==> src/rtl/pwm_multi_ch_if.sv <==
// Register-write bus into the PWM block: one write per cycle, no response.
interface pwm_multi_ch_if #(
    parameter int CNT_W = 32
);
    logic             wr_en;
    logic [3:0]       wr_addr;
    logic [CNT_W-1:0] wr_data;

    modport master (output wr_en, wr_addr, wr_data);
    modport slave  (input  wr_en, wr_addr, wr_data);
endinterface

==> src/rtl/pwm_multi_ch.sv <==
// Multi-channel PWM: one shared period counter, shadowed period/compare registers.
// Define PWM_CENTER_ALIGN_EN to enable up/down (center-aligned) counting via CTRL bit1.

module pwm_multi_ch_lane #(
    parameter int CNT_W = 32
) (
    input  logic             clk,
    input  logic             rst,
    input  logic             wr_i,
    input  logic [CNT_W-1:0] data_i,
    input  logic             load_i,
    input  logic [CNT_W-1:0] cnt_i,
    input  logic             en_i,
    input  logic             pol_i,
    output logic             pwm_o
);
    logic [CNT_W-1:0] cmp_pend_q, cmp_pend_d;
    logic [CNT_W-1:0] cmp_act_q, cmp_act_d;
    logic             pwm_q, pwm_d;

    always_comb begin
        cmp_pend_d = wr_i ? data_i : cmp_pend_q;
        // Load uses the pending next-value so a write on the boundary cycle is included
        cmp_act_d  = load_i ? cmp_pend_d : cmp_act_q;
        pwm_d      = pol_i ^ (en_i & (cmp_act_q > cnt_i));
    end

    always_ff @(posedge clk) begin
        if (rst) begin
            cmp_pend_q <= '0;
            cmp_act_q  <= '0;
            pwm_q      <= 1'b0;
        end else begin
            cmp_pend_q <= cmp_pend_d;
            cmp_act_q  <= cmp_act_d;
            pwm_q      <= pwm_d;
        end
    end

    assign pwm_o = pwm_q;
endmodule

module pwm_multi_ch #(
    parameter int               CH_NUM         = 4,
    parameter int               CNT_W          = 32,
    parameter logic [CNT_W-1:0] DEFAULT_PERIOD = 1320000
) (
    input  logic              clk,
    input  logic              rst,
    pwm_multi_ch_if.slave     bus,
    output logic [CH_NUM-1:0] pwm_out,
    output logic              period_tick,
    output logic [CNT_W-1:0]  cnt_value
);
    localparam int CW = 2 + CH_NUM;

    logic [CNT_W-1:0]  period_pend_q, period_pend_d;
    logic [CNT_W-1:0]  period_act_q, period_act_d;
    logic [CNT_W-1:0]  cnt_q, cnt_d, top;
    logic [CW-1:0]     ctrl_q, ctrl_d;
    logic [CH_NUM-1:0] pol_q, pol_d;
    logic [CH_NUM-1:0] cmp_wr;
    logic              run_q, run_d, boundary, load;

    assign run_q = ctrl_q[0];
    assign run_d = ctrl_d[0];
    assign top   = (period_act_q < CNT_W'(2)) ? CNT_W'(1) : period_act_q - CNT_W'(1);

    always_comb begin
        period_pend_d = period_pend_q;
        ctrl_d        = ctrl_q;
        pol_d         = pol_q;
        cmp_wr        = '0;
        if (bus.wr_en) begin
            if (bus.wr_addr == 4'd0) period_pend_d = bus.wr_data;
            if (bus.wr_addr == 4'd1) ctrl_d        = bus.wr_data[CW-1:0];
            if (bus.wr_addr == 4'd2) pol_d         = bus.wr_data[CH_NUM-1:0];
            for (int i = 0; i < CH_NUM; i++)
                if (bus.wr_addr == 4'(3 + i)) cmp_wr[i] = 1'b1;
        end
    end

`ifdef PWM_CENTER_ALIGN_EN
    logic dir_q, dir_d, center_q, center_d, run_prev_q, start;

    assign start = run_q & ~run_prev_q;

    always_comb begin
        cnt_d = '0;
        dir_d = 1'b0;
        if (center_q) boundary = run_q & (start | (dir_q & (cnt_q == '0)));
        else          boundary = run_q & (cnt_q == top);
        if (run_q && run_d) begin
            if (!center_q) begin
                cnt_d = (cnt_q >= top) ? '0 : cnt_q + CNT_W'(1);
            end else if (!dir_q) begin
                // top >= 1, so turning around at top never underflows
                cnt_d = (cnt_q >= top) ? cnt_q - CNT_W'(1) : cnt_q + CNT_W'(1);
                dir_d = (cnt_q >= top);
            end else begin
                cnt_d = (cnt_q == '0) ? CNT_W'(1) : cnt_q - CNT_W'(1);
                dir_d = (cnt_q != '0);
            end
        end
        load     = ~run_q | boundary;
        center_d = load ? ctrl_d[1] : center_q;
    end

    always_ff @(posedge clk) begin
        if (rst) begin
            dir_q      <= 1'b0;
            center_q   <= 1'b0;
            run_prev_q <= 1'b0;
        end else begin
            dir_q      <= dir_d;
            center_q   <= center_d;
            run_prev_q <= run_q;
        end
    end
`else
    logic unused_mode;
    assign unused_mode = ctrl_q[1];

    always_comb begin
        boundary = run_q & (cnt_q == top);
        cnt_d    = (!run_q || !run_d || cnt_q >= top) ? '0 : cnt_q + CNT_W'(1);
        load     = ~run_q | boundary;
    end
`endif

    assign period_act_d = load ? period_pend_d : period_act_q;

    always_ff @(posedge clk) begin
        if (rst) begin
            period_pend_q <= DEFAULT_PERIOD;
            period_act_q  <= DEFAULT_PERIOD;
            cnt_q         <= '0;
            ctrl_q        <= '0;
            pol_q         <= '0;
        end else begin
            period_pend_q <= period_pend_d;
            period_act_q  <= period_act_d;
            cnt_q         <= cnt_d;
            ctrl_q        <= ctrl_d;
            pol_q         <= pol_d;
        end
    end

    for (genvar g = 0; g < CH_NUM; g++) begin : g_lane
        pwm_multi_ch_lane #(.CNT_W(CNT_W)) u_lane (
            .clk    (clk),
            .rst    (rst),
            .wr_i   (cmp_wr[g]),
            .data_i (bus.wr_data),
            .load_i (load),
            .cnt_i  (cnt_q),
            .en_i   (ctrl_q[2+g] & run_q),
            .pol_i  (pol_q[g]),
            .pwm_o  (pwm_out[g])
        );
    end

    assign period_tick = boundary;
    assign cnt_value   = cnt_q;
endmodule

==> src/flat_wrapper.sv <==
// flat-port wrapper written by rule: the top's interface ports become plain ports
module pwm_multi_ch_flat 
#(
    parameter int               CH_NUM         = 4,
    parameter int               CNT_W          = 32,
    parameter logic [CNT_W-1:0] DEFAULT_PERIOD = 1320000
)
  (clk, rst, pwm_out, period_tick, cnt_value, bus_wr_en, bus_wr_addr, bus_wr_data);
  pwm_multi_ch_if #(.CNT_W(CNT_W)) bus_i ();
  input  logic clk;
  input  logic rst;
  output logic [CH_NUM-1:0] pwm_out;
  output logic period_tick;
  output logic [CNT_W-1:0] cnt_value;
  input wire logic [$bits(bus_i.wr_en)-1:0] bus_wr_en;
  input wire logic [$bits(bus_i.wr_addr)-1:0] bus_wr_addr;
  input wire logic [$bits(bus_i.wr_data)-1:0] bus_wr_data;
  assign bus_i.wr_en = bus_wr_en;
  assign bus_i.wr_addr = bus_wr_addr;
  assign bus_i.wr_data = bus_wr_data;
  pwm_multi_ch #(.CH_NUM(CH_NUM), .CNT_W(CNT_W), .DEFAULT_PERIOD(DEFAULT_PERIOD)) u_core (.clk(clk), .rst(rst), .bus(bus_i), .pwm_out(pwm_out), .period_tick(period_tick), .cnt_value(cnt_value));
endmodule
==> config.mk <==
export PLATFORM = sky130hd
export DESIGN_NAME = pwm_multi_ch_flat
export DESIGN_NICKNAME = d
export VERILOG_FILES = /design/src/rtl/pwm_multi_ch_if.sv /design/src/rtl/pwm_multi_ch.sv /design/src/flat_wrapper.sv
export SDC_FILE = /design/constraint.sdc
export NUM_CORES = 1
export LEC_CHECK = 0
export ABC_AREA = 1
export BUFFER_PORTS_ARGS = -buffer_cell sky130_fd_sc_hd__buf_2
export CAP_MARGIN = 20
export CORE_MARGIN = 5
export CORE_UTILIZATION = 28
export DETAILED_ROUTE_END_ITERATION = 12
export GPL_TIMING_DRIVEN = 0
export PLACE_DENSITY = 0.42
export SLEW_MARGIN = 20
export SYNTH_ARGS = -nofsm -noshare
export SYNTH_HDL_FRONTEND = slang
export SYNTH_SLANG_ARGS = --single-unit
==> constraint.sdc <==
create_clock -name clk -period 3.8 [get_ports clk]
set_clock_uncertainty 0.05 [all_clocks]
set_input_delay 0.19 -clock clk [delete_from_list [all_inputs] [get_ports clk]]
set_output_delay 0.19 -clock clk [all_outputs]
set_load 0.01 [all_outputs]
==> Word-level counts from Yosys, hierarchy flattened <==
Cells that the tools add are included.
{ "totals": {"output_inout_bits": 37, "mem_bits_ro": 0, "n_memories": 0, "latchBits": 0, "mem_bits_rw": 0, "wordCells": 70, "reg_bits": 366, "input_bits": 39} }
{ "op_classes": {"n_mul": 0, "mux": 14, "div": 0, "n_eq_ne": 7, "magnitude_cmp": 6, "addsub": 2, "shift": 0, "n_reduce_logical": 8, "bitwise": 15} }
{ "op_table": {"columns": ["operator", "count"], "rows": [
  ["$mux 32", 7],
  ["$gt 32x32->1", 4],
  ["$add 32x1->32 const B", 1],
  ["$eq 32x32->1", 1],
  ["$ge 32x32->1", 1],
  ["$lt 32x2->1 const B", 1],
  ["$sub 32x1->32 const B", 1],
  ["$eq 4x3->1 const B", 3],
  ["$and 1x1->1", 9],
  ["$eq 4x2->1 const B", 2],
  ["$mux 1", 6],
  ["$eq 4x1->1 const B", 1],
  ["$logic_not 4->1", 1],
  ["$mux 4", 1],
  ["$reduce_and 2->1", 2],
  ["$xor 1x1->1", 4],
  ["$logic_not 1->1", 2],
  ["$logic_or 1x1->1", 2],
  ["$reduce_or 2->1", 1],
  ["$not 1->1", 1],
  ["$or 1x1->1", 1]
]} }

==> Logic depth before layout (Yosys ltp) <==
Gate-level depths: netlist (run 1).
{ "logic_depth": {"depth_word": 7, "mapped_depth": 22, "depth_no_buf": 21} }

==> Cells and area by module <==
Synthesis (run 1) repeated with hierarchy kept, for this count alone.
{ "unflattened": {"hier_cells": 2544, "hier_area_um2": 19244.7} }
{ "modules_own_cells": {"columns": ["mod", "n_inst", "area_per_inst_um2", "seq_area_each_um2", "cells_each"], "rows": [
  ["pwm_multi_ch_lane", 4, 3215.6, 1301.2, 391],
  ["pwm_multi_ch", 1, 6382.4, 2102.0, 980]
]} }

==> Least setup slack after synthesis (run 1) <==
No wires, ideal clock.
{ "synth_path": {"kind": "register to register", "from": "reg u_core.period_act_q[0]", "to": "reg u_core.g_lane[1].u_lane.cmp_act_q[29]", "path_stages_with_launch": 20, "setup_time_ps": 124, "setup_slack_ps": 830, "arrival_ps": 2795, "path_buffers": 2, "period_less_slack_ps": 2970, "required_time_ps": 3626, "path_cell_list": "dfxtp_1 inv_1 ha_1 nand2_2 nor2_4 nand4_4 nor2_2 nand4_2 o21bai_1 nand3_1 ha_1 nand2_1 nor2_1 nand2_1 nor2_1 nand2_1 nand2_2 buf_2 buf_2 a21oi_1"} }
{ "synth_via": {"elab_chain_len": 5, "word_cells_on_any_way": 6, "cone_classes": "1 x add/sub; 1 x order compare; 1 x eq/ne; 1 x mux; 2 x bitwise"} }
{ "synth_lines": {"columns": ["item", "line", "text"], "rows": [
  ["from (decl)", "pwm_multi_ch.sv:58", "logic [CNT_W-1:0] period_act_q, period_act_d;"],
  ["from (signal assigned)", "pwm_multi_ch.sv:142", "period_act_q <= period_act_d;"],
  ["$sub 32x1->32 / $lt 32x2->1 (equally long branches)", "pwm_multi_ch.sv:67", "assign top = (period_act_q < CNT_W'(2)) ? CNT_W'(1) : period_act_q - CNT_W'(1);"],
  ["$mux 32 *", "pwm_multi_ch.sv:67", null],
  ["$eq 32x32->1 *", "pwm_multi_ch.sv:125", "boundary = run_q & (cnt_q == top);"],
  ["$and 1x1->1 *", "pwm_multi_ch.sv:125", null],
  ["$or 1x1->1 *", "pwm_multi_ch.sv:127", "load = ~run_q | boundary;"],
  ["to (signal assigned)", "pwm_multi_ch.sv:35", "cmp_act_q <= cmp_act_d;"],
  ["to (decl)", "pwm_multi_ch.sv:18", "logic [CNT_W-1:0] cmp_act_q, cmp_act_d;"]
]} }
Every way passes the cells marked *; elsewhere a longest branch is shown, timed or not.
A chain may end at the register's enable or synchronous reset.

==> Worst setup path in the final report (run 1) <==
{ "layout_path": {"from": "reg u_core.period_act_q[0]", "to": "out period_tick"} }
{ "layout_via": {"elab_chain_len": 4, "word_cells_on_any_way": 5, "cone_classes": "1 x add/sub; 1 x order compare; 1 x eq/ne; 1 x mux; 1 x bitwise"} }
{ "layout_lines": {"columns": ["item", "line", "text"], "rows": [
  ["$sub 32x1->32 / $lt 32x2->1 (equally long branches)", "pwm_multi_ch.sv:67", null],
  ["$mux 32 *", "pwm_multi_ch.sv:67", null],
  ["$eq 32x32->1 *", "pwm_multi_ch.sv:125", null],
  ["$and 1x1->1 *", "pwm_multi_ch.sv:125", null],
  ["to (decl)", "flat_wrapper.sv:13", "output logic period_tick;"]
]} }
Marks and branches as above.

==> results of run 1 <==
[cell type report]
| type | instances | area, sq um | share of cell area, % |
|---|---|---|---|
| flip-flops and latches | 365 | 7307 | 35.40 |
| clock buffers | 64 | 1309 | 6.341 |
| repair buffers | 85 | 476.7 | 2.310 |
| inverters | 176 | 660.6 | 3.201 |
| plain buffers | 110 | 563.0 | 2.728 |
| well taps | 837 | 1047 | 5.074 |
| multi-input cells | 1662 | 9110 | 44.14 |
| clock inverters | 15 | 166.4 | 0.8063 |
[worst register-to-register path, delay by kind of cell, from the launching register on]
kind | cells | cell delay [ps]
AO/OA/AOI/OAI | 3 | 480
adder cells (fa/ha/maj) | 2 | 500
buffers and inverters | 3 | 530
flip-flops | 1 | 360
AND/OR/NAND/NOR | 12 | 1600
[metal layers]
layer  up-vias  track usage (%)  share of wire (%)
met4         0            4.726                2.5
met5         -                0                  0
met3        82            2.524                3.6
met2       286            30.24                 47
li1       7951                -                  -
met1      7386            23.97                 47
[through the flow]
| stage | TNS, ps | hold slack, ps | util (%) | total power [mW] |
|---|---|---|---|---|
| 2_1_floorplan | 0 | 333.3 | - | 4.447 |
| 3_3_place_gp | -37400 | 381.1 | 30.65 | 4.695 |
| 3_5_place_dp | -43610 | 389.6 | 30.67 | 4.700 |
| 4_1_cts | -73.20 | 33.29 | 33.25 | 9.074 |
| 5_1_grt | -3702 | 53.12 | 33.38 | 9.333 |
| 6_report | 0 | 65.02 | 33.38 | 8.939 |
[registers in the layout (all words and copies together), names as in the netlist]
| name | flops |
|---|---|
| u_core.cnt_value | 32 |
| u_core.ctrl_q | 5 |
| u_core.period_pend_q | 32 |
| u_core.g_lane.u_lane.cmp_act_q | 128 |
| u_core.pol_q | 4 |
| u_core.period_act_q | 32 |
| u_core.g_lane.u_lane.cmp_pend_q | 128 |
| u_core.g_lane.u_lane.pwm_o | 4 |
[final timing paths]
kind | startpoint | to | slack (ps) | cells past startpoint
max | u_core.period_act_q[0] | period_tick | 140 | 17
min | bus_wr_data[4] | u_core.ctrl_q[4] | 70 | 3
max reg2reg | u_core.period_act_q[0] | u_core.g_lane[0].u_lane.cmp_act_q[27] | 210 | 20
min reg2reg | u_core.period_pend_q[6] | u_core.period_pend_q[6] | 400 | 2
[what timing repair did]
action                                  4_1_cts  5_1_grt
hold buffers                                  4        0
endpoints found under the setup margin      191      186
hold endpoints to repair                      4        0
pin swaps                                     2        4
setup buffers                                 3        2
resized for setup                            12       25
[synthesized netlist by cell type (2+ instances only)]
cell type,number,area [sq um]
a21o_1,6,45.04
a21oi_1,376,1882
a21oi_2,6,52.55
and3_1,2,12.51
buf_2,28,140.1
buf_4,16,120.1
buf_6,3,33.78
clkbuf_1,63,236.5
dfxtp_1,365,7307
ha_1,162,2027
inv_1,172,645.6
inv_2,4,15.01
nand2_1,284,1066
nand2_2,6,37.54
nand3_1,46,230.2
nand3_2,2,20.02
nand4_1,22,137.6
nor2_1,430,1614
nor2_2,8,50.05
nor2_4,7,78.83
nor3_1,21,105.1
nor4_1,3,18.77
o211ai_1,6,45.04
o21a_1,4,30.03
o21ai_0,191,955.9
o21ai_1,26,130.1
o21ai_2,10,87.58
o21bai_1,2,15.01
or2_2,3,18.77
xnor2_1,3,26.28
xor2_1,30,262.8
[logic make-up after synthesis]
kind of cell | synth area share, %
AND/OR/NAND/NOR | 19.75
buffers and inverters | 6.796
adder cells (fa/ha/maj) | 11.56
XOR/XNOR | 1.649
flip-flops | 41.69
AO/OA/AOI/OAI | 18.55
[where the power goes]
part / total [mW] / leakage (nW) / switching [mW] / internal [mW]
sequential: 3.94 / 2.95 / 0.0395 / 3.90
clock: 4.32 / 0.727 / 1.73 / 2.59
combinational: 0.679 / 5.26 / 0.467 / 0.213
total: 8.94 / 8.94 / 2.23 / 6.70
==> reports/qor.yml, run 1 <==
max_freq_ghz: 0.2733
syn_inst: 2313
path_class: "reg -> out"
critical_path_required_ps: 3560
start_util_pct: 28.35
grt_usage_pct: 17.86
grt_pass1_vias: 15308
p_per_area_nw_per_um2: 433.1
synth_area_sq_um: 17530
worst_slew_pin_slew_ps: 792.2
crit_chain: "inv_2 -> ha_2 -> nand2_2 -> nor2_4 -> nand4_4 -> nor2_4 -> nand4_2 -> o21bai_1 -> nand3_1 -> ha_1 -> nand2_1 -> nor2_4 -> nand2_2 -> nor4_4 -> nand2_1 -> nor2_2 -> buf_2"
htreeDepth: 2
drc_errors: 0
slew_headroom_pct: 47.19
maxCapViolCount: 0
fin_area_sq_um: 20640
clockBufferDepth: 3
io_pins: 76
critical_path.top_delay_family: "simple AND/OR/NAND/NOR gates"
placed_area_sq_um: 18960
nFillCells: 6601
pre_cts_slack_ps: -379.7
arrival_ps: 3420
grt_pass1_wl_mm: 92.58
fin_nets: 2646
antenna_found_initial: 0
drt_first_pass_iters: 5
diodes: 0
critical_path_buf_inv_count: 2
synthesis.nets: 2514
die_w_microns: 260.2
cp-start-kind: "flop"
area_growth_pct: 17.75
min_period_ps: 3659
ant_nets: 0
yosys_warnings: 0
dp_hpwl_mm: 47.80
die-area_sq_um: 67700
maxSlewViolCount: 0
cts.clk_slew.worst_paths_ps: 60
drt-total-wl_mm: 61.26
ys.flop_type: "dfxtp_1"
vias: 15705
fin_crit_sh_pct: 96.29
coreArea_sq_um: 61830
cp_common_cell: "nor2_4"
p_leak_nw: 8.940
via_per_inst: 4.739
clkLatencyLatePin_ps: 580
setup_slack_ps: 141.0
die_h_microns: 260.2
overflow: 0
ys_ff_latch: 365
synth_edf_count: 0
hold_viol: 0
wire_per_inst_microns: 18.48
status: "completed"
yosysSeqAreaShare_pct: 41.69
ys_types: 37
drt_iter0_markers: 817
drive_gt1_share_pct: 10.70
grt_setup_unrepaired: "yes"
io_buffer_count: 75
cts_root_buffer: "clkbuf_16"
dpl.cell_count: 3226
slowest_delay_ps: 360
end_kind: "primary output"
cts-buffers-inserted: 45
cp_slowest_cell: "dfxtp_1"
synth-async-reset-ratio_pct: 0
cts_tree: "yes"
min_path_type: "in -> reg"
grt_max_degree: 13
cts_sinks: 365
final_common_cell: "nor2_1"
syn_area_per_cell_sq_um: 7.578
setup_violations: 0
instances_no_fill: 3314
vdd_drop_max_mv: 0.2571
place.gp.congestion: 0.8942
final_cell_mix: "424 x nor2_1, 376 x a21oi_1, 365 x dfxtp_1"
critPathMaxFanout: 5
rows: 91
(Power assumes the default switching activity.)
==> inputs of run 2 (changes only) <==
--- a/config.mk
+++ b/config.mk
@@ -8,6 +8,7 @@
 export ABC_AREA = 1
 export BUFFER_PORTS_ARGS = -buffer_cell sky130_fd_sc_hd__buf_2
 export CAP_MARGIN = 20
+export CORE_ASPECT_RATIO = 2
 export CORE_MARGIN = 5
 export CORE_UTILIZATION = 28
 export DETAILED_ROUTE_END_ITERATION = 12
==> reports/qor.yml, run 2 (same netlist as run 1, synthesis figures left out) <==
max_freq_ghz: 0.2754  # +0.78%
slew_headroom_pct: 31.58  # -16 points
grt_pass1_wl_mm: 102.7  # +11%
cts_sinks: 365  # unchanged
cts_tree: "yes"
p_leak_nw: 8.959  # +0.21%
dp_hpwl_mm: 56.50  # +18%
drc_errors: 0  # unchanged
overflow: 0  # unchanged
diodes: 0  # unchanged
io_pins: 76  # unchanged
drive_gt1_share_pct: 11.24  # +0.54 points
maxSlewViolCount: 0  # unchanged
vias: 16019  # +2.0%
reg.largest.list: "u_core.g_lane.u_lane.cmp_act_q (128), u_core.g_lane.u_lane.cmp_pend_q (128)"
antenna_found_initial: 0  # unchanged
cts_root_buffer: "clkbuf_16"
maxCapViolCount: 0  # unchanged
final_core_utilization_pct: 33.30  # -0.083 points
hold_depth: 5  # +2
clockBufferDepth: 3  # unchanged
setup_violations: 0  # unchanged
grt_pass1_vias: 16222  # +6.0%
die_h_microns: 363.8  # +40%
min_path_type: "in -> reg"
cp.depth: 18  # +1
cp_common_cell: "nor2_4"
cp-start-kind: "flop"
cts.clk_slew.worst_paths_ps: 60  # about the same
critPathMaxFanout: 5  # unchanged
place.gp.congestion: 0.8501  # -4.9%
min_period_ps: 3631  # -28.21 ps
die-area_sq_um: 68010  # +0.45%
finalPower_mw: 8.839  # -1.1%
clkLatencyLatePin_ps: 560  # -20 ps
grt_usage_pct: 20.29  # +2.4 points
via_per_inst: 4.914  # +3.7%
io_buffer_count: 75  # unchanged
fin_crit_sh_pct: 95.55  # -0.74 points
final_cell_mix: "419 x nor2_1, 376 x a21oi_1, 361 x dfxtp_1"
cp_slowest_cell: "dfxtp_2"
p_per_area_nw_per_um2: 428.2  # -1.1%
ant_nets: 0  # unchanged
slowest_delay_ps: 340  # -20 ps
drt_first_pass_iters: 8  # +3
reg2reg_depth: 18  # -10%
wire_per_inst_microns: 21.75  # +18%
critical_path_required_ps: 3560  # about the same
grt_setup_unrepaired: "yes"
pre_cts_slack_ps: -624.2  # -244.5 ps
end_kind: "primary output"
crit_chain: "inv_1 -> nand2_2 -> nor2_4 -> nand3_4 -> nor2_4 -> nand2_4 -> nor2_4 -> nand2_1 -> o21bai_1 -> nand3_1 -> ha_1 -> nand2_1 -> nor2_4 -> nand2_4 -> nor4_4 -> nand2_1 -> nor2_1 -> buf_2"
status: "completed"
setup_slack_ps: 169.2  # +28.21 ps
arrival_ps: 3390  # -30 ps
drt-total-wl_mm: 70.91  # +16%
critical_path.top_delay_family: "simple AND/OR/NAND/NOR gates"
htreeDepth: 2  # unchanged
coreArea_sq_um: 61980  # +0.25%
area_growth_pct: 17.75  # unchanged
fin_nets: 2645  # -0.038%
whs_ps: 67.72  # +2.696 ps
worst_slew_pin_slew_ps: 1019  # +226.5 ps
die_w_microns: 186.9  # -28%
cts-buffers-inserted: 38  # -16%
start_util_pct: 28.28  # -0.070 points
critical_path_buf_inv_count: 2  # unchanged
grt_max_degree: 16  # +3
path_class: "reg -> out"
vdd_drop_max_mv: 0.3045  # +18%
final_common_cell: "nor2_1"
rows: 129  # +42%
hold_viol: 0  # unchanged
drt_iter0_markers: 810  # -0.86%
run 2: worst min-delay path, stage by stage:
cell and delay [ps]:
buf_2 100, inv_1 120, nor2_1 130, a21oi_1 60, nand2_1 50
run 2: layer usage:
metal,part of all wire [%],global-route usage [%],vias up
li1,-,-,7931
met4,5.6,10.16,0
met3,2.6,1.648,134
met2,58,43.13,321
met5,0,0,-
met1,34,18.79,7633
run 2: metrics by stage:
stage          cells  TNS [ps]  instance area (sq um)
2_1_floorplan   2313         0                  17530
3_3_place_gp    3174    -83270                  18890
3_5_place_dp    3174    -87410                  18890
4_1_cts         3253         0                  20430
5_1_grt         3260    -10.14                  20640
6_report        3260         0                  20640
run 2: final cells by class:
class	instances	area [sq um]
Buffer	110	584.3
Clock buffer	59	1214
Clock inverter	11	161.4
Fill cell	6769	41340
Inverter	176	663.1
Multi-Input combinational cell	1662	9214
Sequential cell	365	7315
Tap cell	786	983.4
Timing Repair Buffer	91	505.5
run 2: what timing repair did:
action,in CTS,in global routing
resized for setup,26,46
endpoints found under the hold margin,4,0
pin swaps,6,18
endpoints found under the setup margin,193,186
setup buffers,5,7
hold buffers,4,0
run 2: final timing paths:
path,from,end,slack [ps]
hold / removal,bus_wr_data[20],u_core.period_pend_q[20],70
setup reg to reg,u_core.period_act_q[19],u_core.g_lane[0].u_lane.cmp_act_q[14],280
setup / recovery,u_core.period_act_q[2],period_tick,170
hold reg to reg,u_core.period_pend_q[20],u_core.period_pend_q[20],400
run 2: report_power, final:
part,internal [mW],switching (mW),leakage [nW],total (mW)
combinational,0.220,0.529,5.33,0.750
clock,2.48,1.67,0.679,4.15
sequential,3.90,0.0454,2.95,3.94
